**config.mk**
```make
export PLATFORM = sky130hd
export DESIGN_NAME = pc_sequencer_flat
export DESIGN_NICKNAME = d
export VERILOG_FILES = /design/src/rtl/pc_sequencer_if.sv /design/src/rtl/pc_sequencer.sv /design/src/flat_wrapper.sv
export SDC_FILE = /design/constraint.sdc
export NUM_CORES = 1
export LEC_CHECK = 0
export CAP_MARGIN = 0
export CORE_ASPECT_RATIO = 0.8
export CORE_UTILIZATION = 47
export DETAILED_ROUTE_END_ITERATION = 6
export PLACE_DENSITY = 0.84
export REMOVE_ABC_BUFFERS = 1
export SLEW_MARGIN = 30
export SYNTH_ARGS = -nofsm -noshare
export SYNTH_HDL_FRONTEND = slang
export SYNTH_SLANG_ARGS = --single-unit
export TNS_END_PERCENT = 20
```
**constraint.sdc**
```tcl
create_clock -name clk -period 2.3 [get_ports clk]
set_input_delay 0.46 -clock clk [delete_from_list [all_inputs] [get_ports clk]]
set_output_delay 0.46 -clock clk [all_outputs]
set_load 0.05 [all_outputs]
```
**src/rtl/pc_sequencer_if.sv**
```systemverilog
// pc_sequencer_if: control/status bundle between decode/execute control and
// the PC sequencer.
//   master : drives stall/redirect/halt/resume requests, observes PC state
//   slave  : the sequencer itself
// Signals:
//   stall, beq_taken, beq_base, offset, jalr, jalr_target, halt, resume  (to sequencer)
//   pc, pc_valid, halted, redirect_pending, fetch_count                  (from sequencer)
interface pc_sequencer_if #(
   parameter int unsigned PC_WIDTH    = 16,
   parameter int unsigned COUNT_WIDTH = 32
);
   logic                   stall;
   logic                   beq_taken;
   logic [PC_WIDTH-1:0]    beq_base;
   logic [31:0]            offset;
   logic                   jalr;
   logic [31:0]            jalr_target;
   logic                   halt;
   logic                   resume;
   logic [PC_WIDTH-1:0]    pc;
   logic                   pc_valid;
   logic                   halted;
   logic                   redirect_pending;
   logic [COUNT_WIDTH-1:0] fetch_count;

   modport master (
      output stall, beq_taken, beq_base, offset, jalr, jalr_target, halt, resume,
      input  pc, pc_valid, halted, redirect_pending, fetch_count
   );

   modport slave (
      input  stall, beq_taken, beq_base, offset, jalr, jalr_target, halt, resume,
      output pc, pc_valid, halted, redirect_pending, fetch_count
   );
endinterface

```
**src/rtl/pc_sequencer.sv**
```systemverilog
// pc_sequencer: LC2K program-counter sequencer.
// Holds the architectural PC and picks the next PC from sequential, BEQ-taken
// and JALR sources; supports stalls, buffers a redirect seen during a stall,
// implements halt/resume and counts PC advances.
// Ports:
//   clk   : clock, all state updates on rising edge
//   rst_n : asynchronous active-low reset
//   bus   : pc_sequencer_if.slave (requests in, registered PC/status out)
module pc_sequencer #(
   parameter int unsigned         PC_WIDTH    = 16,
   parameter logic [PC_WIDTH-1:0] RESET_PC    = '0,
   parameter int unsigned         COUNT_WIDTH = 32
) (
   input logic             clk,
   input logic             rst_n,
   pc_sequencer_if.slave   bus
);

   typedef enum logic [1:0] {
      S_RUN,
      S_STALL,
      S_HALTED
   } state_t;

   state_t                 r_state;
   state_t                 w_state_nxt;
   logic [PC_WIDTH-1:0]    r_pc;
   logic [PC_WIDTH-1:0]    w_pc_nxt;
   logic [PC_WIDTH-1:0]    r_pend_pc;
   logic [PC_WIDTH-1:0]    w_pend_pc_nxt;
   logic                   r_pend_valid;
   logic                   w_pend_valid_nxt;
   logic [COUNT_WIDTH-1:0] r_count;
   logic [COUNT_WIDTH-1:0] w_count_nxt;
   logic [PC_WIDTH-1:0]    w_target;
   logic                   w_redirect;
   logic                   w_unused;

   // Upper bits of the 32-bit operands fall outside the PC address space.
   assign w_unused = ^{bus.offset[31:PC_WIDTH], bus.jalr_target[31:PC_WIDTH]};

   assign w_redirect = bus.beq_taken | bus.jalr;

   // BEQ has priority over JALR when both are asserted.
   assign w_target = bus.beq_taken ? (bus.beq_base + bus.offset[PC_WIDTH-1:0])
                                   : bus.jalr_target[PC_WIDTH-1:0];

   always_ff @(posedge clk or negedge rst_n) begin
      if (!rst_n) begin
         r_state      <= S_RUN;
         r_pc         <= RESET_PC;
         r_pend_pc    <= '0;
         r_pend_valid <= 1'b0;
         r_count      <= '0;
      end else begin
         r_state      <= w_state_nxt;
         r_pc         <= w_pc_nxt;
         r_pend_pc    <= w_pend_pc_nxt;
         r_pend_valid <= w_pend_valid_nxt;
         r_count      <= w_count_nxt;
      end
   end

   always_comb begin
      w_state_nxt      = r_state;
      w_pc_nxt         = r_pc;
      w_pend_pc_nxt    = r_pend_pc;
      w_pend_valid_nxt = r_pend_valid;
      w_count_nxt      = r_count;

      case (r_state)
         S_RUN, S_STALL: begin
            if (bus.halt) begin
               w_state_nxt      = S_HALTED;
               w_pend_valid_nxt = 1'b0;
            end else if (bus.stall) begin
               w_state_nxt = S_STALL;
               if (w_redirect) begin
                  w_pend_pc_nxt    = w_target;
                  w_pend_valid_nxt = 1'b1;
               end
            end else begin
               w_state_nxt = S_RUN;
               // Live redirect beats a buffered one, which beats sequential.
               if (w_redirect)
                  w_pc_nxt = w_target;
               else if (r_pend_valid)
                  w_pc_nxt = r_pend_pc;
               else
                  w_pc_nxt = r_pc + PC_WIDTH'(1);
               w_pend_valid_nxt = 1'b0;
               w_count_nxt      = r_count + COUNT_WIDTH'(1);
            end
         end
         S_HALTED: begin
            if (bus.resume)
               w_state_nxt = S_RUN;
         end
         default: begin
            w_state_nxt = S_RUN;
         end
      endcase
   end

   assign bus.pc               = r_pc;
   assign bus.pc_valid         = (r_state == S_RUN);
   assign bus.halted           = (r_state == S_HALTED);
   assign bus.redirect_pending = r_pend_valid;
   assign bus.fetch_count      = r_count;

endmodule

```
**src/flat_wrapper.sv**
```systemverilog
// flat-port wrapper written by rule: the top's interface ports become plain ports
module pc_sequencer_flat 
#(
   parameter int unsigned         PC_WIDTH    = 16,
   parameter logic [PC_WIDTH-1:0] RESET_PC    = '0,
   parameter int unsigned         COUNT_WIDTH = 32
)
  (clk, rst_n, bus_stall, bus_beq_taken, bus_beq_base, bus_offset, bus_jalr, bus_jalr_target, bus_halt, bus_resume, bus_pc, bus_pc_valid, bus_halted, bus_redirect_pending, bus_fetch_count);
  pc_sequencer_if #(.PC_WIDTH(PC_WIDTH), .COUNT_WIDTH(COUNT_WIDTH)) bus_i ();
  input logic clk;
  input logic rst_n;
  input wire logic [$bits(bus_i.stall)-1:0] bus_stall;
  input wire logic [$bits(bus_i.beq_taken)-1:0] bus_beq_taken;
  input wire logic [$bits(bus_i.beq_base)-1:0] bus_beq_base;
  input wire logic [$bits(bus_i.offset)-1:0] bus_offset;
  input wire logic [$bits(bus_i.jalr)-1:0] bus_jalr;
  input wire logic [$bits(bus_i.jalr_target)-1:0] bus_jalr_target;
  input wire logic [$bits(bus_i.halt)-1:0] bus_halt;
  input wire logic [$bits(bus_i.resume)-1:0] bus_resume;
  output wire logic [$bits(bus_i.pc)-1:0] bus_pc;
  output wire logic [$bits(bus_i.pc_valid)-1:0] bus_pc_valid;
  output wire logic [$bits(bus_i.halted)-1:0] bus_halted;
  output wire logic [$bits(bus_i.redirect_pending)-1:0] bus_redirect_pending;
  output wire logic [$bits(bus_i.fetch_count)-1:0] bus_fetch_count;
  assign bus_i.stall = bus_stall;
  assign bus_i.beq_taken = bus_beq_taken;
  assign bus_i.beq_base = bus_beq_base;
  assign bus_i.offset = bus_offset;
  assign bus_i.jalr = bus_jalr;
  assign bus_i.jalr_target = bus_jalr_target;
  assign bus_i.halt = bus_halt;
  assign bus_i.resume = bus_resume;
  assign bus_pc = bus_i.pc;
  assign bus_pc_valid = bus_i.pc_valid;
  assign bus_halted = bus_i.halted;
  assign bus_redirect_pending = bus_i.redirect_pending;
  assign bus_fetch_count = bus_i.fetch_count;
  pc_sequencer #(.PC_WIDTH(PC_WIDTH), .RESET_PC(RESET_PC), .COUNT_WIDTH(COUNT_WIDTH)) u_core (.clk(clk), .rst_n(rst_n), .bus(bus_i));
endmodule
```
==> metrics.log, run 1 <==
[metrics] Seq/Total Area, Yosys: between 30% and 40%
[metrics] CTS root buffer: sky130_fd_sc_hd__clkbuf_8
[metrics] classification of the worst setup path: primary input to flip-flop
[metrics] Post-synth top cells: 67 x sky130_fd_sc_hd__dfrtp_1, 62 x sky130_fd_sc_hd__nand2_1, 38 x sky130_fd_sc_hd__nor2_1, 38 x sky130_fd_sc_hd__o21ai_0, 36 x sky130_fd_sc_hd__xnor2_1
[metrics] routed length on met2: approximately 6.3 mm
[metrics] area of the multi-input gates: 2580 sq um
[metrics] Skew-Pair Late Insertion Delay: about 0.34 ns
[metrics] TritonCTS clock tree: yes
[metrics] pin count of the biggest net entering global routing: 25
[metrics] PnR worst setup slack: -0.0533 ns
[metrics] Cell Area, Placed: between 5000 and 6000 sq um
[metrics] HP Class: primary input to asynchronous set/reset pin
[metrics] Layout Nets: roughly 740
[metrics] violated checks: negative setup slack
[metrics] DRC violation count after routing: 0
[metrics] Crit. End Element: flip-flop
[metrics] clk buf depth: 2
[metrics] HPWL after detailed placement: approximately 9.4 mm
[metrics] worst setup slack for register-to-register paths: 0.18 ns
[metrics] most numerous cell in the Yosys netlist: sky130_fd_sc_hd__dfrtp_1
[metrics] detailed-route wire length on metal 1: 5.65 mm
[metrics] Sinks on Clock Net: 67
[metrics] Setup crit start: bus_beq_base[10]
[metrics] global-route total usage across every layer: 28.0%
[metrics] H-tree depth reported by CTS: 3
[metrics] Critical Path, Cell by Cell: clkdlybuf4s50_1 -> ha_1 -> a21o_1 -> a211o_1 -> a311oi_2 -> buf_4 -> o21ai_1 -> a31oi_1 -> o211ai_1
[metrics] Initial Util: 49.2%
[metrics] wire length on met3: 898 um
[metrics] type of element launching the critical path: primary input
[metrics] number of flops mapped to enable cells by yosys: 0
[metrics] final number of max-transition violations: 0
[metrics] peak ir drop on the vdd network: approximately 0.70 mV
[metrics] fraction of the cycle the final worst path needs: 102%
[metrics] post-route minimum period: approximately 2.4 ns
[metrics] Worst slew margin: a little over three fifths
[metrics] utilization after layout: a little under three quarters
[metrics] number of global-route vias before repair: approximately 4,200
[metrics] io pins: approximately 140
[metrics] critical path arrival: ~2.6 ns
[metrics] async set-or-reset flop fraction in the synthesized netlist: between 90% and 100%
[metrics] synthesis-stage register bit count: 67
[metrics] die height: between 80 and 90 um
[metrics] static leakage power: around 2.7 nW
[metrics] Required @ worst endpoint: about 2.5 ns
[metrics] Detailed Route Iter0 Violations: 270
[metrics] Max Cap Viol: 0
[metrics] Overflow after GRT: 0
[metrics] die extent in x: between 100 and 150 um
[metrics] count of input and output buffers: about 110
[metrics] Seq. cell area: 1680 sq um
[metrics] Setup Skew: slightly above 0.008 ns
[metrics] number of hold buffers added after CTS: 0
[metrics] number of nets with antenna violations after detailed routing: 0
[metrics] TritonRoute pass-1 iters: 5
[metrics] Unique masters post-synth: between 50 and 60
[metrics] antenna violations before repair: 0
[metrics] row count: 30
[metrics] fraction of synthesized cell area taken by the top area cell type: about two fifths
[metrics] startpoint of the most critical register-to-register path: u_core.bus.pc[0]
[metrics] outcome: finished with violations
[metrics] Slew @ Worst Pin: approximately 0.56 ns
[metrics] setup-violating endpoint count in the final report: 1
[metrics] vias per std cell: a little under 6
[metrics] Layout area overhead: 45.0%
[metrics] count of non-filler cells in the finished layout: about 750
[metrics] Yosys top cell by area: sky130_fd_sc_hd__dfrtp_1
[metrics] Placeable Area: roughly 8600 sq um
[metrics] Synthesis Warnings: 0
[metrics] summed instance area of the synthesized netlist: 4230 sq um
[metrics] slowest cell on the critical path: sky130_fd_sc_hd__clkdlybuf4s50_1
[metrics] power per cell area: ~730 nW/um^2
[metrics] cts bufs inserted: 9
[metrics] routability congestion estimate: 0.864
[metrics] top area cells in the synthesized netlist: sky130_fd_sc_hd__dfrtp_1 40%, sky130_fd_sc_hd__xnor2_1 7.4%, sky130_fd_sc_hd__nand2_1 5.5%, sky130_fd_sc_hd__ha_1 5.0%, sky130_fd_sc_hd__o21ai_0 4.5%
[metrics] top flip-flop cell by instance count after synthesis: sky130_fd_sc_hd__dfrtp_1
[metrics] Placed Cells: 728
[metrics] clock transition time at the flip-flop clock pins of the worst setup and hold paths: 0.08 ns
[metrics] Max Clock Freq: approximately 420 MHz
[metrics] post-synthesis area per instance: between 8 and 9 sq um
[metrics] Post-Place Worst Slack: -0.638 ns
[metrics] highest routing layer actually used: met4
[metrics] final WL: between 10 and 15 mm
[metrics] post-synthesis instance total: between 400 and 500
[metrics] final instance area: between 6000 and 7000 sq um
[metrics] highest cell delay on the worst timing path: around 0.40 ns
[metrics] setup repair after global routing missed its margin: yes
[metrics] routed via count: approximately 4,400
[metrics] hold violation count in the final report: 0
[metrics] layout cell share with drive strength beyond 1: roughly 16%
[metrics] maximum fanout along the worst path: 2
[metrics] area enclosed by the die boundary: about 9400 sq um
[metrics] number of antenna repair diodes: 0
[metrics] count of filler cells inserted in the layout: roughly 650
[metrics] average wire per standard cell: about 17 um
[metrics] wire length of the first global-routing pass: 20.5 mm
[metrics] Total Power Consumption: between 4 and 5 mW
-- layout by cell type (no fill, tap or decap), types with 4 or more instances in the layout --
master,netlist,final
sky130_fd_sc_hd__inv_1,6,6
sky130_fd_sc_hd__nand4_1,12,12
sky130_fd_sc_hd__clkbuf_8,0,10
sky130_fd_sc_hd__mux2i_1,4,4
sky130_fd_sc_hd__and3_1,19,19
sky130_fd_sc_hd__a31oi_1,14,13
sky130_fd_sc_hd__o22ai_1,7,7
sky130_fd_sc_hd__ha_1,17,11
sky130_fd_sc_hd__o21ai_0,38,32
sky130_fd_sc_hd__a21oi_1,30,26
sky130_fd_sc_hd__xnor2_1,36,34
sky130_fd_sc_hd__o21ai_1,3,5
sky130_fd_sc_hd__nand2_1,62,62
sky130_fd_sc_hd__clkdlybuf4s50_1,0,96
sky130_fd_sc_hd__xor2_1,18,18
sky130_fd_sc_hd__buf_4,0,54
sky130_fd_sc_hd__o211ai_1,10,10
sky130_fd_sc_hd__ha_4,0,4
sky130_fd_sc_hd__nor2_1,38,38
sky130_fd_sc_hd__dlymetal6s2s_1,0,6
sky130_fd_sc_hd__a211oi_1,4,4
sky130_fd_sc_hd__o21ai_2,0,4
sky130_fd_sc_hd__nor2b_1,4,4
sky130_fd_sc_hd__nor3_1,6,6
sky130_fd_sc_hd__a21oi_2,1,4
sky130_fd_sc_hd__nand3_1,16,16
sky130_fd_sc_hd__or3_1,4,4
sky130_fd_sc_hd__dfrtp_1,67,67
-- metrics by stage --
step / setup TNS (ns) / hold WS [ns]
5_1_grt: -0.261 / 0.143
6_report: -0.0533 / 0.0990
3_5_place_dp: -9.01 / 0.469
3_3_place_gp: -7.73 / 0.463
4_1_cts: -0.0670 / 0.117
2_1_floorplan: 0 / 0.164
-- logic make-up after synthesis --
logic type               count (synthesis)  synth area share (%)
adder cells (fa/ha/maj)                 18                  5.50
flip-flops                              67                  39.6
XOR/XNOR                                54                  11.2
AO/OA/AOI/OAI                          136                  20.0
multiplexers                             5                  1.21
buffers and inverters                   30                  2.75
AND/OR/NAND/NOR                        172                  19.7
-- final cells by class --
cell class,count,share of cell area (%)
Tap cell,112,2.28
Clock buffer,11,2.30
Timing Repair Buffer,161,24.7
Clock inverter,5,0.856
Multi-Input combinational cell,385,42.1
Inverter,8,0.489
Sequential cell,67,27.3
-- final timing paths --
kind / depth (start not counted) / end
setup / recovery: 9 / u_core.bus.pc[13]
setup reg to reg: 7 / u_core.bus.pc[14]
hold reg to reg: 1 / u_core.bus.fetch_count[31]
max in group asynchronous: 3 / u_core.r_pend_pc[9]
min in group clk: 1 / u_core.bus.fetch_count[31]
hold / removal: 1 / u_core.bus.fetch_count[22]
-- critical path, delay by kind of cell --
kind            cells  cell delay, ns
fa+ha+maj           1            0.31
buf+inv             2            0.57
compound gates      6            1.22
-- state kept, by name (all words and copies together), names as in the netlist --
signal,count
u_core.bus.fetch_count,32
u_core.bus.pc,16
u_core.r_pend_pc,16
u_core.r_state,2
u_core.bus.redirect_pending,1
-- report_power, final --
part	total (mW)	switching, mW	internal, mW	leakage, nW
Sequential	1.65	0.265	1.38	0.870
Combinational	1.84	1.08	0.761	1.72
Clock	0.996	0.470	0.526	0.0991
-- per-layer routing --
layer  vias to the layer above  GRT usage, %
met4                         0          6.60
met2                       217          46.8
met5                         -             0
li1                       2042             -
met1                      2147          37.9
met3                        13          4.86
-- repair_timing --
action | 4_1_cts | 5_1_grt
setup buffers | 4 | 2
gates resized for setup | 10 | 26
hold endpoints to repair | 0 | 0
gates cloned | 0 | 0
pin swaps | 14 | 18
setup endpoints to repair | 12 | 15
Power figures use the tool's default switching activity.
==> run 2: changes to the inputs <==
--- a/config.mk
+++ b/config.mk
@@ -5,11 +5,13 @@
 export SDC_FILE = /design/constraint.sdc
 export NUM_CORES = 1
 export LEC_CHECK = 0
+export ABC_AREA = 1
 export CAP_MARGIN = 0
 export CORE_ASPECT_RATIO = 0.8
-export CORE_UTILIZATION = 47
+export CORE_MARGIN = 3
+export CORE_UTILIZATION = 49
 export DETAILED_ROUTE_END_ITERATION = 6
-export PLACE_DENSITY = 0.84
+export PLACE_DENSITY = 0.93
 export REMOVE_ABC_BUFFERS = 1
 export SLEW_MARGIN = 30
 export SYNTH_ARGS = -nofsm -noshare
==> metrics.log, run 2 <==
[metrics] Critical Path, Cell by Cell: nor2_1 -> clkdlybuf4s50_1
[metrics] wire length of the first global-routing pass: 22.1 mm (+7.8%)
[metrics] setup-violating endpoint count in the final report: 0 (-1)
[metrics] maximum fanout along the worst path: 4 (+2)
[metrics] final instance area: 6290 sq um (+2.5%)
[metrics] fraction of the cycle the final worst path needs: 95.4% (-7.0 points)
[metrics] Max Cap Viol: 0 (unchanged)
[metrics] PnR worst setup slack: 0.107 ns (+0.160 ns)
[metrics] die extent in x: 116 um (+7.6%)
[metrics] post-synthesis area per instance: 6.98 sq um (-21%)
[metrics] Detailed Route Iter0 Violations: 670 (+150%)
[metrics] post-route minimum period: 2.19 ns (-0.160 ns)
[metrics] type of element launching the critical path: flip-flop
[metrics] number of nets with antenna violations after detailed routing: 0 (unchanged)
[metrics] die height: 94.2 um (+8.4%)
[metrics] Post-Place Worst Slack: -0.159 ns (+0.479 ns)
[metrics] Seq/Total Area, Yosys: 35.2% (-4.4 points)
[metrics] Post-CTS Repair Setup Buffers: 0 (-4)
[metrics] outcome: finished with violations
[metrics] peak ir drop on the vdd network: 0.547 mV (-22%)
[metrics] critical path arrival: 1.73 ns (-0.84 ns)
[metrics] clock transition time at the flip-flop clock pins of the worst setup and hold paths: 0.05 ns (-0.03 ns)
[metrics] Layout area overhead: 32.0%
[metrics] async set-or-reset flop fraction in the synthesized netlist: 100% (unchanged)
[metrics] Unique masters post-synth: 38 (-30%)
[metrics] TritonCTS clock tree: yes
[metrics] final number of max-transition violations: 0 (unchanged)
[metrics] count of filler cells inserted in the layout: 700 (+7.9%)
[metrics] hold violation count in the final report: 0 (unchanged)
[metrics] final WL: 13.6 mm (+4.9%)
[metrics] Cell Area, Placed: 6030 sq um (+4.8%)
[metrics] io pins: 138 (unchanged)
[metrics] Post-synth top cells: 191 x sky130_fd_sc_hd__nand2_1, 98 x sky130_fd_sc_hd__inv_1, 72 x sky130_fd_sc_hd__nor2_1
[metrics] CTS root buffer: sky130_fd_sc_hd__clkbuf_16
[metrics] most common library cell in the layout ignoring fill and taps: sky130_fd_sc_hd__nand2_1
[metrics] Placeable Area: 9270 sq um (+7.8%)
[metrics] number of global-route vias before repair: 4,497 (+6.9%)
[metrics] Setup Skew: 0.00525 ns (-0.00299 ns)
[metrics] highest cell delay on the worst timing path: 0.83 ns (+0.43 ns)
[metrics] pin count of the biggest net entering global routing: 68 (+170%)
[metrics] slowest cell on the critical path: sky130_fd_sc_hd__clkdlybuf4s50_1
[metrics] sum of buffers and inverters on the critical path: 1 (-1)
[metrics] number of flops mapped to enable cells by yosys: 0 (unchanged)
[metrics] average wire per standard cell: 14.8 um (-15%)
[metrics] TritonRoute pass-1 iters: 7 (+2)
[metrics] static leakage power: 3.21 nW (+19%)
[metrics] HP Class: primary input to asynchronous set/reset pin
[metrics] row count: 31 (+3.3%)
[metrics] most numerous cell in the Yosys netlist: sky130_fd_sc_hd__nand2_1
[metrics] violated checks: design-rule violations
[metrics] Sinks on Clock Net: 67 (unchanged)
[metrics] top flip-flop cell by instance count after synthesis: sky130_fd_sc_hd__dfrtp_1
[metrics] Total Power Consumption: 4.87 mW (+8.8%)
[metrics] Worst slew margin: 59.6% (-3.1 points)
[metrics] Overflow after GRT: 0 (unchanged)
[metrics] Slew @ Worst Pin: 0.602 ns (+0.0421 ns)
[metrics] synthesis-stage register bit count: 67 (unchanged)
[metrics] area enclosed by the die boundary: 11,000 sq um (+17%)
[metrics] classification of the worst setup path: flip-flop to primary output
[metrics] Skew-Pair Late Insertion Delay: 0.32 ns (-0.02 ns)
[metrics] clk buf depth: 2 (unchanged)
[metrics] antenna violations before repair: 0 (unchanged)
[metrics] vias per std cell: 5.45 (-7.6%)
[metrics] Layout Nets: 906 (+23%)
[metrics] cts bufs inserted: 9 (unchanged)
[metrics] summed instance area of the synthesized netlist: 4770 sq um (+13%)
[metrics] power per cell area: 774 nW/um^2 (+6.1%)
[metrics] layout cell share with drive strength beyond 1: 7.20% (-8.7 points)
[metrics] Largest register FFs: 32 (unchanged)
[metrics] routability congestion estimate: 0.944 (+9.3%)
[metrics] H-tree depth reported by CTS: 3 (unchanged)
[metrics] number of hold buffers added after CTS: 0 (unchanged)
[metrics] Yosys top cell by area: sky130_fd_sc_hd__dfrtp_1
[metrics] number of antenna repair diodes: 0 (unchanged)
[metrics] top area cells in the synthesized netlist: sky130_fd_sc_hd__dfrtp_1 35%, sky130_fd_sc_hd__nand2_1 15%, sky130_fd_sc_hd__inv_1 7.7%, sky130_fd_sc_hd__nor2_1 5.7%, sky130_fd_sc_hd__xor2_1 4.8%
[metrics] Crit. End Element: primary output
[metrics] post-synthesis instance total: 683 (+42%)
[metrics] DRC violation count after routing: 7 (+7)
[metrics] highest-count cells in the layout ignoring fill and taps: 191 x sky130_fd_sc_hd__nand2_1, 102 x sky130_fd_sc_hd__clkdlybuf4s50_1, 98 x sky130_fd_sc_hd__inv_1, 72 x sky130_fd_sc_hd__nor2_1, 67 x sky130_fd_sc_hd__dfrtp_1
[metrics] global-route total usage across every layer: 25.3% (-2.7 points)
[metrics] Required @ worst endpoint: 1.84 ns (-0.68 ns)
[metrics] Initial Util: 51.4% (+2.2 points)
[metrics] fraction of synthesized cell area taken by the top area cell type: 35.2% (-4.4 points)
[metrics] setup repair after global routing missed its margin: no
[metrics] family of cells with the greatest summed delay on the critical path: buffers and inverters
[metrics] count of input and output buffers: 105 (unchanged)
[metrics] Max Clock Freq: 456 MHz (+7.3%)
[metrics] routed via count: 5,019 (+14%)
[metrics] Synthesis Warnings: 0 (unchanged)
[metrics] HPWL after detailed placement: 10.1 mm (+7.4%)
-- run 2: repair_timing --
| action | 4_1_cts | 5_1_grt |
|---|---|---|
| resized for setup | 0 | 1 |
| hold endpoints to repair | 0 | 0 |
| endpoints found under the setup margin | 0 | 1 |
-- run 2: per-stage QoR --
step / utilization [%] / setup TNS [ns] / instances / hold WS [ns]
4_1_cts: 67.8 / 0 / 921 / 0.165
5_1_grt: 67.9 / 0 / 921 / 0.172
2_1_floorplan: - / 0 / 670 / 0.164
6_report: 67.9 / 0 / 921 / 0.150
3_3_place_gp: 65.0 / -0.536 / 905 / 0.464
3_5_place_dp: 65.0 / -1.19 / 905 / 0.473
-- run 2: routing by layer --
| metal | vias to the layer above | track usage (%) | wire length, um |
|---|---|---|---|
| met3 | 37 | 4.19 | 1170 |
| met2 | 274 | 38.0 | 6200 |
| met4 | 0 | 6.38 | 297 |
| li1 | 2410 | - | - |
| met5 | - | 0 | 0 |
| met1 | 2298 | 37.7 | 5940 |
-- run 2: cell families (layout without fill, tap and decap cells) --
kind of cell	after synthesis	count (layout)	share of synthesized area (%)
flops	67	67	35.2
fa+ha+maj	18	18	4.88
buf+inv	114	237	9.03
simple gates	366	366	34.8
compound gates	79	79	9.00
xor+xnor	39	39	7.17
-- run 2: cell type report --
| class | count | area (sq um) | area share, % |
|---|---|---|---|
| multi-input cells | 502 | 2660 | 42.3 |
| flip-flops and latches | 67 | 1680 | 26.6 |
| repair buffers | 120 | 1170 | 18.5 |
| inverters | 101 | 379 | 6.03 |
| clock buffers | 12 | 236 | 3.76 |
| well taps | 115 | 144 | 2.29 |
| clock inverters | 4 | 27.5 | 0.437 |
-- run 2: worst paths after layout --
check	startpoint	endpoint	slack, ns	depth (start not counted)
max	u_core.r_state[1]	bus_pc_valid	0.11	2
min	rst_n	u_core.bus.fetch_count[13]	0.15	2
max reg2reg	u_core.bus.pc[0]	u_core.bus.pc[14]	0.36	8
min reg2reg	u_core.r_pend_pc[0]	u_core.r_pend_pc[0]	0.49	2
max in group asynchronous	rst_n	u_core.bus.pc[12]	1.88	2
min in group clk	u_core.r_pend_pc[0]	u_core.r_pend_pc[0]	0.49	2
-- run 2: power breakdown --
part	internal [mW]	switching, mW	leakage, nW
Sequential	1.40	0.251	0.816
Combinational	0.700	1.30	2.26
Clock	0.729	0.488	0.131
